`src/rtl/spi_target.sv`:
```
// SPI register target: oversamples the SPI pins, decodes write-flag/address/data frames, serves an 8-bit register bank.
// Latency: pin edge to action SYNC_STAGES+1 clk, write commit SYNC_STAGES+2 clk; no backpressure, the controller sets the pace.
module spi_target #(
    parameter int SPI_ADDR_WIDTH = 16,
    parameter int SPI_CMD_WIDTH  = 24,
    parameter int NUM_REGS       = 16,
    parameter int SYNC_STAGES    = 2
) (
    input  logic                                     clk,
    input  logic                                     rst_n,
    input  logic                                     spi_clk,
    input  logic                                     spi_enb,
    input  logic                                     spi_di,
    output logic                                     spi_do,
    output logic                                     wr_vld,
    output logic [SPI_ADDR_WIDTH-2:0]                wr_addr,
    output logic [SPI_CMD_WIDTH-SPI_ADDR_WIDTH-1:0]  wr_data,
    output logic                                     rd_vld,
    output logic                                     frame_err,
    output logic [8*NUM_REGS-1:0]                    reg_q
);
    localparam int AW = SPI_ADDR_WIDTH - 1;
    localparam int DW = SPI_CMD_WIDTH - SPI_ADDR_WIDTH;
    localparam int IW = $clog2(NUM_REGS);
    localparam int CW = $clog2(SPI_CMD_WIDTH + 1);
    localparam logic [CW-1:0] ADDR_LAST  = CW'(SPI_ADDR_WIDTH - 1);
    localparam logic [CW-1:0] FRAME_LAST = CW'(SPI_CMD_WIDTH - 1);
    localparam logic [CW-1:0] FIRST_RD   = CW'(SPI_ADDR_WIDTH);

    typedef enum logic [2:0] {IDLE, ADDR, WDATA, RDATA, WAIT_END} state_t;
    state_t state, state_nxt;

    logic [SYNC_STAGES-1:0] clk_sync, enb_sync, di_sync;
    logic                   clk_prev, enb_prev;
    logic                   clk_s, enb_s, di_s, rise, fall, enb_fall, abort;
    logic [AW-1:0]          shreg;
    logic [AW-1:0]          addr_q;
    logic [CW-1:0]          cnt;
    logic [DW-1:0]          rd_sh;
    logic                   wr_pend, rd_pend;
    logic [DW-1:0]          regs [NUM_REGS];
    logic [AW-1:0]          rd_addr;
    logic                   rd_hit, wr_hit;
    logic [DW-1:0]          rd_byte;

    assign clk_s    = clk_sync[SYNC_STAGES-1];
    assign enb_s    = enb_sync[SYNC_STAGES-1];
    assign di_s     = di_sync[SYNC_STAGES-1];
    assign rise     = clk_s & ~clk_prev;
    assign fall     = ~clk_s & clk_prev;
    assign enb_fall = ~enb_s & enb_prev;
    assign abort    = enb_s && (state == ADDR || state == WDATA || state == RDATA);

    // Address as it will stand once the 16th bit is shifted in.
    assign rd_addr = {shreg[AW-2:0], di_s};
    assign rd_hit  = {1'b0, rd_addr} < (AW+1)'(NUM_REGS);
    assign wr_hit  = {1'b0, addr_q} < (AW+1)'(NUM_REGS);
    assign rd_byte = rd_hit ? regs[rd_addr[IW-1:0]] : '0;

    for (genvar g = 0; g < NUM_REGS; g++) begin : g_regq
        assign reg_q[8*g +: 8] = regs[g];
    end

    // Sync flops reset low so a frame already in flight at reset release shows no enable edge.
    always_ff @(posedge clk or negedge rst_n) begin
        if (!rst_n) begin
            clk_sync <= '0;
            enb_sync <= '0;
            di_sync  <= '0;
            clk_prev <= 1'b0;
            enb_prev <= 1'b0;
            state    <= IDLE;
        end else begin
            clk_sync <= {clk_sync[SYNC_STAGES-2:0], spi_clk};
            enb_sync <= {enb_sync[SYNC_STAGES-2:0], spi_enb};
            di_sync  <= {di_sync[SYNC_STAGES-2:0], spi_di};
            clk_prev <= clk_s;
            enb_prev <= enb_s;
            state    <= state_nxt;
        end
    end

    always_comb begin
        state_nxt = state;
        case (state)
            IDLE:     if (enb_fall) state_nxt = ADDR;
            ADDR:     if (enb_s) state_nxt = IDLE;
                      else if (rise && cnt == ADDR_LAST) state_nxt = shreg[AW-1] ? WDATA : RDATA;
            WDATA,
            RDATA:    if (enb_s) state_nxt = IDLE;
                      else if (rise && cnt == FRAME_LAST) state_nxt = WAIT_END;
            WAIT_END: if (enb_s) state_nxt = IDLE;
            default:  state_nxt = IDLE;
        endcase
    end

    always_ff @(posedge clk or negedge rst_n) begin
        if (!rst_n) begin
            spi_do    <= 1'b0;
            wr_vld    <= 1'b0;
            rd_vld    <= 1'b0;
            frame_err <= 1'b0;
            wr_addr   <= '0;
            wr_data   <= '0;
            shreg     <= '0;
            addr_q    <= '0;
            cnt       <= '0;
            rd_sh     <= '0;
            wr_pend   <= 1'b0;
            rd_pend   <= 1'b0;
            for (int i = 0; i < NUM_REGS; i++) regs[i] <= '0;
        end else begin
            wr_vld    <= wr_pend;
            rd_vld    <= rd_pend;
            wr_pend   <= 1'b0;
            rd_pend   <= 1'b0;
            frame_err <= abort;
            if (wr_pend) begin
                wr_addr <= addr_q;
                wr_data <= shreg[DW-1:0];
                if (wr_hit) regs[addr_q[IW-1:0]] <= shreg[DW-1:0];
            end
            if (abort) begin
                spi_do <= 1'b0;
            end else begin
                case (state)
                    IDLE: begin
                        spi_do <= 1'b0;
                        if (enb_fall) begin
                            cnt   <= '0;
                            shreg <= '0;
                        end
                    end
                    ADDR, WDATA, RDATA: begin
                        if (rise) begin
                            shreg <= {shreg[AW-2:0], di_s};
                            cnt   <= cnt + 1'b1;
                            if (state == ADDR && cnt == ADDR_LAST) begin
                                addr_q <= rd_addr;
                                if (!shreg[AW-1]) begin
                                    rd_sh  <= rd_byte;
                                    spi_do <= rd_byte[DW-1];
                                end
                            end
                            if (state != ADDR && cnt == FRAME_LAST) begin
                                wr_pend <= (state == WDATA);
                                rd_pend <= (state == RDATA);
                                spi_do  <= 1'b0;
                            end
                        end else if (fall && state == RDATA && cnt > FIRST_RD) begin
                            // The fall right after the last address bit keeps bit 7 up for the first data clock.
                            rd_sh  <= {rd_sh[DW-2:0], 1'b0};
                            spi_do <= rd_sh[DW-2];
                        end
                    end
                    default: spi_do <= 1'b0;
                endcase
            end
        end
    end
endmodule
```
`config.mk`:
```
export PLATFORM = sky130hd
export DESIGN_NAME = spi_target
export DESIGN_NICKNAME = d
export VERILOG_FILES = /design/src/rtl/spi_target.sv
export SDC_FILE = /design/constraint.sdc
export NUM_CORES = 1
export LEC_CHECK = 0
export BUFFER_PORTS_ARGS = -buffer_cell sky130_fd_sc_hd__buf_4
export CORE_MARGIN = 4
export CORE_UTILIZATION = 40
export DETAILED_ROUTE_END_ITERATION = 10
export PLACE_DENSITY = 0.68
export SYNTH_ARGS = -nofsm -noshare
export SYNTH_HDL_FRONTEND = slang
export SYNTH_SLANG_ARGS = --single-unit
```
`constraint.sdc`:
```
create_clock -name clk -period 3.83 [get_ports clk]
set_input_delay 0.766 -clock clk [delete_from_list [all_inputs] [get_ports clk]]
set_output_delay 0.766 -clock clk [all_outputs]
set_load 0.005 [all_outputs]
```
* Yosys cells after proc, flatten, opt, wreduce, memory -nomap -nowiden *
Cells that the tools add are included.

word-level totals
  bits in registers = 210
  input port bits = 5
  output and inout bits = 155
  logic and storage cells = 128

operators by class
  add/subtract/negate cells = 1
  order comparisons = 6
  eq/ne operators = 17
  muxes and demuxes = 40
  bitwise logic cells = 9
  reductions and logical operators = 21

operator list
  kind                                                          count
  bitwise mux 128 bit                                           1
  binary-select mux 8 bit (select 4 bit)                        1
  demux 8 bit (select 4 bit)                                    1
  2-to-1 mux 8 bit                                              4
  less-than comparator 15 x 5 -> 1 bit (second input constant)  2
  2-to-1 mux 15 bit                                             2
  case mux 15 bit (2 select lines)                              1
  2-to-1 mux 7 bit                                              4
  2-to-1 mux 3 bit                                              6
  2-to-1 mux 1 bit                                              16
  case mux 3 bit (4 select lines)                               1
  AND reduction 4 bit                                           3
  >= comparator 5 bit (second input constant)                   2
  2-to-1 mux 5 bit                                              2
  inequality test 5 bit (second input constant)                 2
  inverter 4 -> 5 bit                                           2
  case mux 5 bit (2 select lines)                               1
  logical AND 1 bit                                             8
  inequality test 2 bit (second input constant)                 4
  == test 3 x 2 -> 1 bit (second input constant)                2
  inequality test 3 bit (second input constant)                 2
  adder 5 x 1 -> 5 bit (second input constant)                  1
  == test 5 x 4 -> 1 bit (second input constant)                1
  == test 5 bit (second input constant)                         1
  17 further kinds                                              24

* Longest topological paths before layout *
  word-level depth = 11
  gate-level depth with buffers = 8

* Worst setup path before layout *
OpenSTA, ideal clock, no wires.

  path kind = register to register
  start = reg addr_q[5]
  end = reg regs, in the netlist reg_q[0]
  setup time = 0.125 ns
  arrival time = 1.962 ns
  required time = 3.705 ns
  slack = 1.743 ns
  stages on the path, launching flop included = 7
  buffers on the path = 1
  clock period less this slack = 2.087 ns
  path through = dfrtp_1 nor4b_2 and3_1 or3b_1 buf_2 nor3_4 mux2_2

on the way
  word-level cells in the longest chain between the ends = 2

RTL lines
  element                               line  text
  start: declaration                    37    logic [AW-1:0] addr_q;
  start signal: assignment              139   addr_q <= rd_addr;
  less-than comparator 15 x 5 -> 1 bit  57    assign wr_hit = {1'b0, addr_q} < (AW+1)'(NUM_REGS);
  AND reduction 2 bit (no line)         --
  end signal: indexed assignment        121   if (wr_hit) regs[addr_q[IW-1:0]] <= shreg[DW-1:0];
  end: declaration                      41    logic [DW-1:0] regs [NUM_REGS];

No other way between the ends.
A chain may end at the register's enable or synchronous reset.

* Final worst setup path *
  start = reg addr_q[14]
  end = reg regs, in the netlist reg_q[125]

The elaborated chain is that of the path after synthesis.

==> results.md <==
* Bufs on Longest Clock Path at 3
* Crit path capture type: flop
* Number of global-route vias before repair at 6102
* Worst VDD drop at 0.000281 V
* P_leak at 0.00568 uW
* Post-CTS setup buffer count at 0
* Synth area leader: dfrtp_1
* Rows at 54
* Top-count cell post-synth: dfrtp_1
* CTS H-tree depth at 1
* Worst Path Arrival at 2.89 ns
* Fin. Hold Viols at 0
* WS Path Type: flop to flop
* Area Overhead vs Synth at 24.9%
* Clock buffer count from CTS at 23
* Warnings, synthesis at 0
* Share of flip-flops with an asynchronous set or reset at 1.00
* EDFF count, synth at 0
* Die ar. at 25100 um^2
* Synth top area share at 0.579
* Clk root buf: clkbuf_16
* Hold Path Class: input pin to asynchronous set/reset pin
* Critical path fanouts, max at 8
* Post-Route Utilization at 0.513
* M1 WL at 10.3 mm
* Placer Congestion at 0.822
* Skew-Pair Late Insertion Delay at 0.50 ns
* Net Sw Frac at 0.247
* RSZ-0062 raised after global routing: false
* F_max at 399 MHz
* Post-DP HPWL at 16.8 mm
* Slowest Stage Delay on Critical Path at 0.68 ns
* DRC Markers at 0
* Gate power share at 0.066
* ANT nets after route at 0
* Top post-synthesis cells by count: dfrtp_1 (210), mux2_2 (166), clkbuf_1 (35)
* Syn Area/Cell at 14.7 um^2
* DR pass1 iterations at 4
* Area contributors post-synth: dfrtp_1 (58%), mux2_2 (21%), mux4_2 (7.7%), a22o_1 (1.5%), a22oi_1 (1.5%)
* Most frequent CP cell: and3_1
* WL met2 at 11.4 mm
* Number of port buffers at 159
* Die W at 159 um
* Startpoint types: flop
* Slowest stage cell, crit path: nor2b_1
* Number of synthesized register bits at 210
* Post-Synthesis Cell Area at 9070 um^2
* Met3 Routed Length at 1.56 mm
* Final hold slack at 0.345 ns
* Status: completed
* Slew @ Worst Pin at 1.04 ns
* Slew Viols, Final at 0
* Switch Pwr at 1240 uW
* Total Routing Usage GR at 0.193
* Top sig layer: met4
* Mapped Nets at 625
* Final Cycle Share at 0.655
* Wire length of the first global-routing pass at 37.1 mm
* Initial core utilization at 0.410
* Flop pwr share at 0.484
* Drt first-iter violations at 369
* Post-synth top flop: dfrtp_1
* WL/cell at 22.6 um
* Post-layout min period at 2.51 ns
* Setup Total Neg Slack at 0 ns
* GRT overflow at 0
* Post-Route WL at 24.0 mm
* Largest net degree at the start of global routing at 99
* Pwr dens at 444 nW/um^2
* Endpoints failing setup at 0
* Slew headroom at 0.306
* Worst Path Buf+Inv at 0
* Ant. Diodes at 0
* Die Y at 159 um
* Clk pwr share at 0.451
* IO Count at 160
* Total number of vias at 5932
* Vias/cell at 5.57
* Sink count of the clock tree at 210
* Fraction of layout cells with a size suffix above 1 at 0.529
* Synth unique cells at 47
* Seq/Total Area, Yosys at 0.579
* Clock-pin slew on the worst setup and hold paths at 0.06 ns
* Delay-heaviest family, CP: simple AND/OR/NAND/NOR gates
* Internal power at 3790 uW
* Number of gates resized after CTS at 0
* Layout Nets at 777
* Final Skew at 0.0140 ns
* Synth Instances at 617
* Antenna violations before repair at 0
* Critical path data required time at 4.21 ns
* Core region area at 22100 um^2
* Hold buffers post-CTS at 0
* CP Cell Sequence: nor4_1 -> and3_1 -> and3_1 -> nor2b_1 -> mux2_2
* Max cap viols at 0
* CTS tree: yes
worst paths after layout:
kind | startpoint | endpoint | slack [ns] | cells past startpoint
max | addr_q[14]$_DFFE_PN0P_ | reg_q[125]$_DFFE_PN0P_ | 1.32 | 5
min | rst_n | wr_addr[1]$_DFFE_PN0P_ | 0.35 | 1
max reg2reg | addr_q[14]$_DFFE_PN0P_ | reg_q[125]$_DFFE_PN0P_ | 1.32 | 5
min reg2reg | clk_sync[0]$_DFF_PN0_ | clk_sync[1]$_DFF_PN0_ | 0.35 | 0
max in group asynchronous | rst_n | reg_q[106]$_DFFE_PN0P_ | 2.60 | 2
min in group clk | clk_sync[0]$_DFF_PN0_ | clk_sync[1]$_DFF_PN0_ | 0.35 | 0
power groups by stage:
stage,logic [uW],registers [uW],clock network (uW)
global route,367,2450,2410
finish,330,2440,2270
CTS,333,2440,2310
floorplan,296,2330,0
global placement,323,2480,0
detailed placement,331,2480,0
placed cells by master, fill, tap and decap left out, types with 7 or more instances in the layout:
cell / synthesis / final
dfrtp_1: 210 / 208
buf_4: 1 / 169
mux2_2: 166 / 166
mux4_2: 31 / 31
clkbuf_16: 0 / 23
nand2_1: 22 / 22
nor2_1: 19 / 19
a22oi_1: 18 / 18
a22o_1: 16 / 16
a21oi_1: 9 / 9
inv_1: 7 / 7
o21ai_0: 7 / 7
logic make-up after synthesis:
logic type	count (synthesis)	synth area share
mux	200	0.286
fa+ha+maj	3	0.00414
xor+xnor	2	0.00193
buf+inv	51	0.0222
flops	210	0.579
simple gates	88	0.0559
compound gates	63	0.0499
state kept, by name, summed over array words and instances, names as in the netlist, 2 cells and up:
signal and cells:
shreg 15, cnt 5, wr_data 8, di_sync 2, addr_q 15, wr_addr 15, reg_q 128, enb_sync 2
state 3, clk_sync 2, rd_sh 7
routing by layer:
layer / global-route usage / up-vias
li1: - / 2584
met1: 0.271 / 3103
met2: 0.307 / 198
met3: 0.0383 / 47
met4: 0.0577 / 0
met5: 0 / -
through the flow:
stage / setup slack [ns] / instance area [um^2] / std cells / total power [uW]
after floorplan: 1.74 / 9070 / 617 / 2620
after global placement: 1.28 / 10500 / 1024 / 2800
after detailed placement: 1.28 / 10500 / 1024 / 2810
after CTS: 1.28 / 11300 / 1065 / 5080
after global routing: 1.19 / 11300 / 1065 / 5230
final: 1.32 / 11300 / 1065 / 5040
final cells by class:
class	count	area, um^2
well taps	280	350
multi-input cells	356	3610
flip-flops and latches	210	5260
inverters	7	26.3
repair buffers	171	1300
clock buffers	33	663
fillers	1919	10800
clock inverters	8	119
Note: power is estimated with default switching activity, not from simulation.
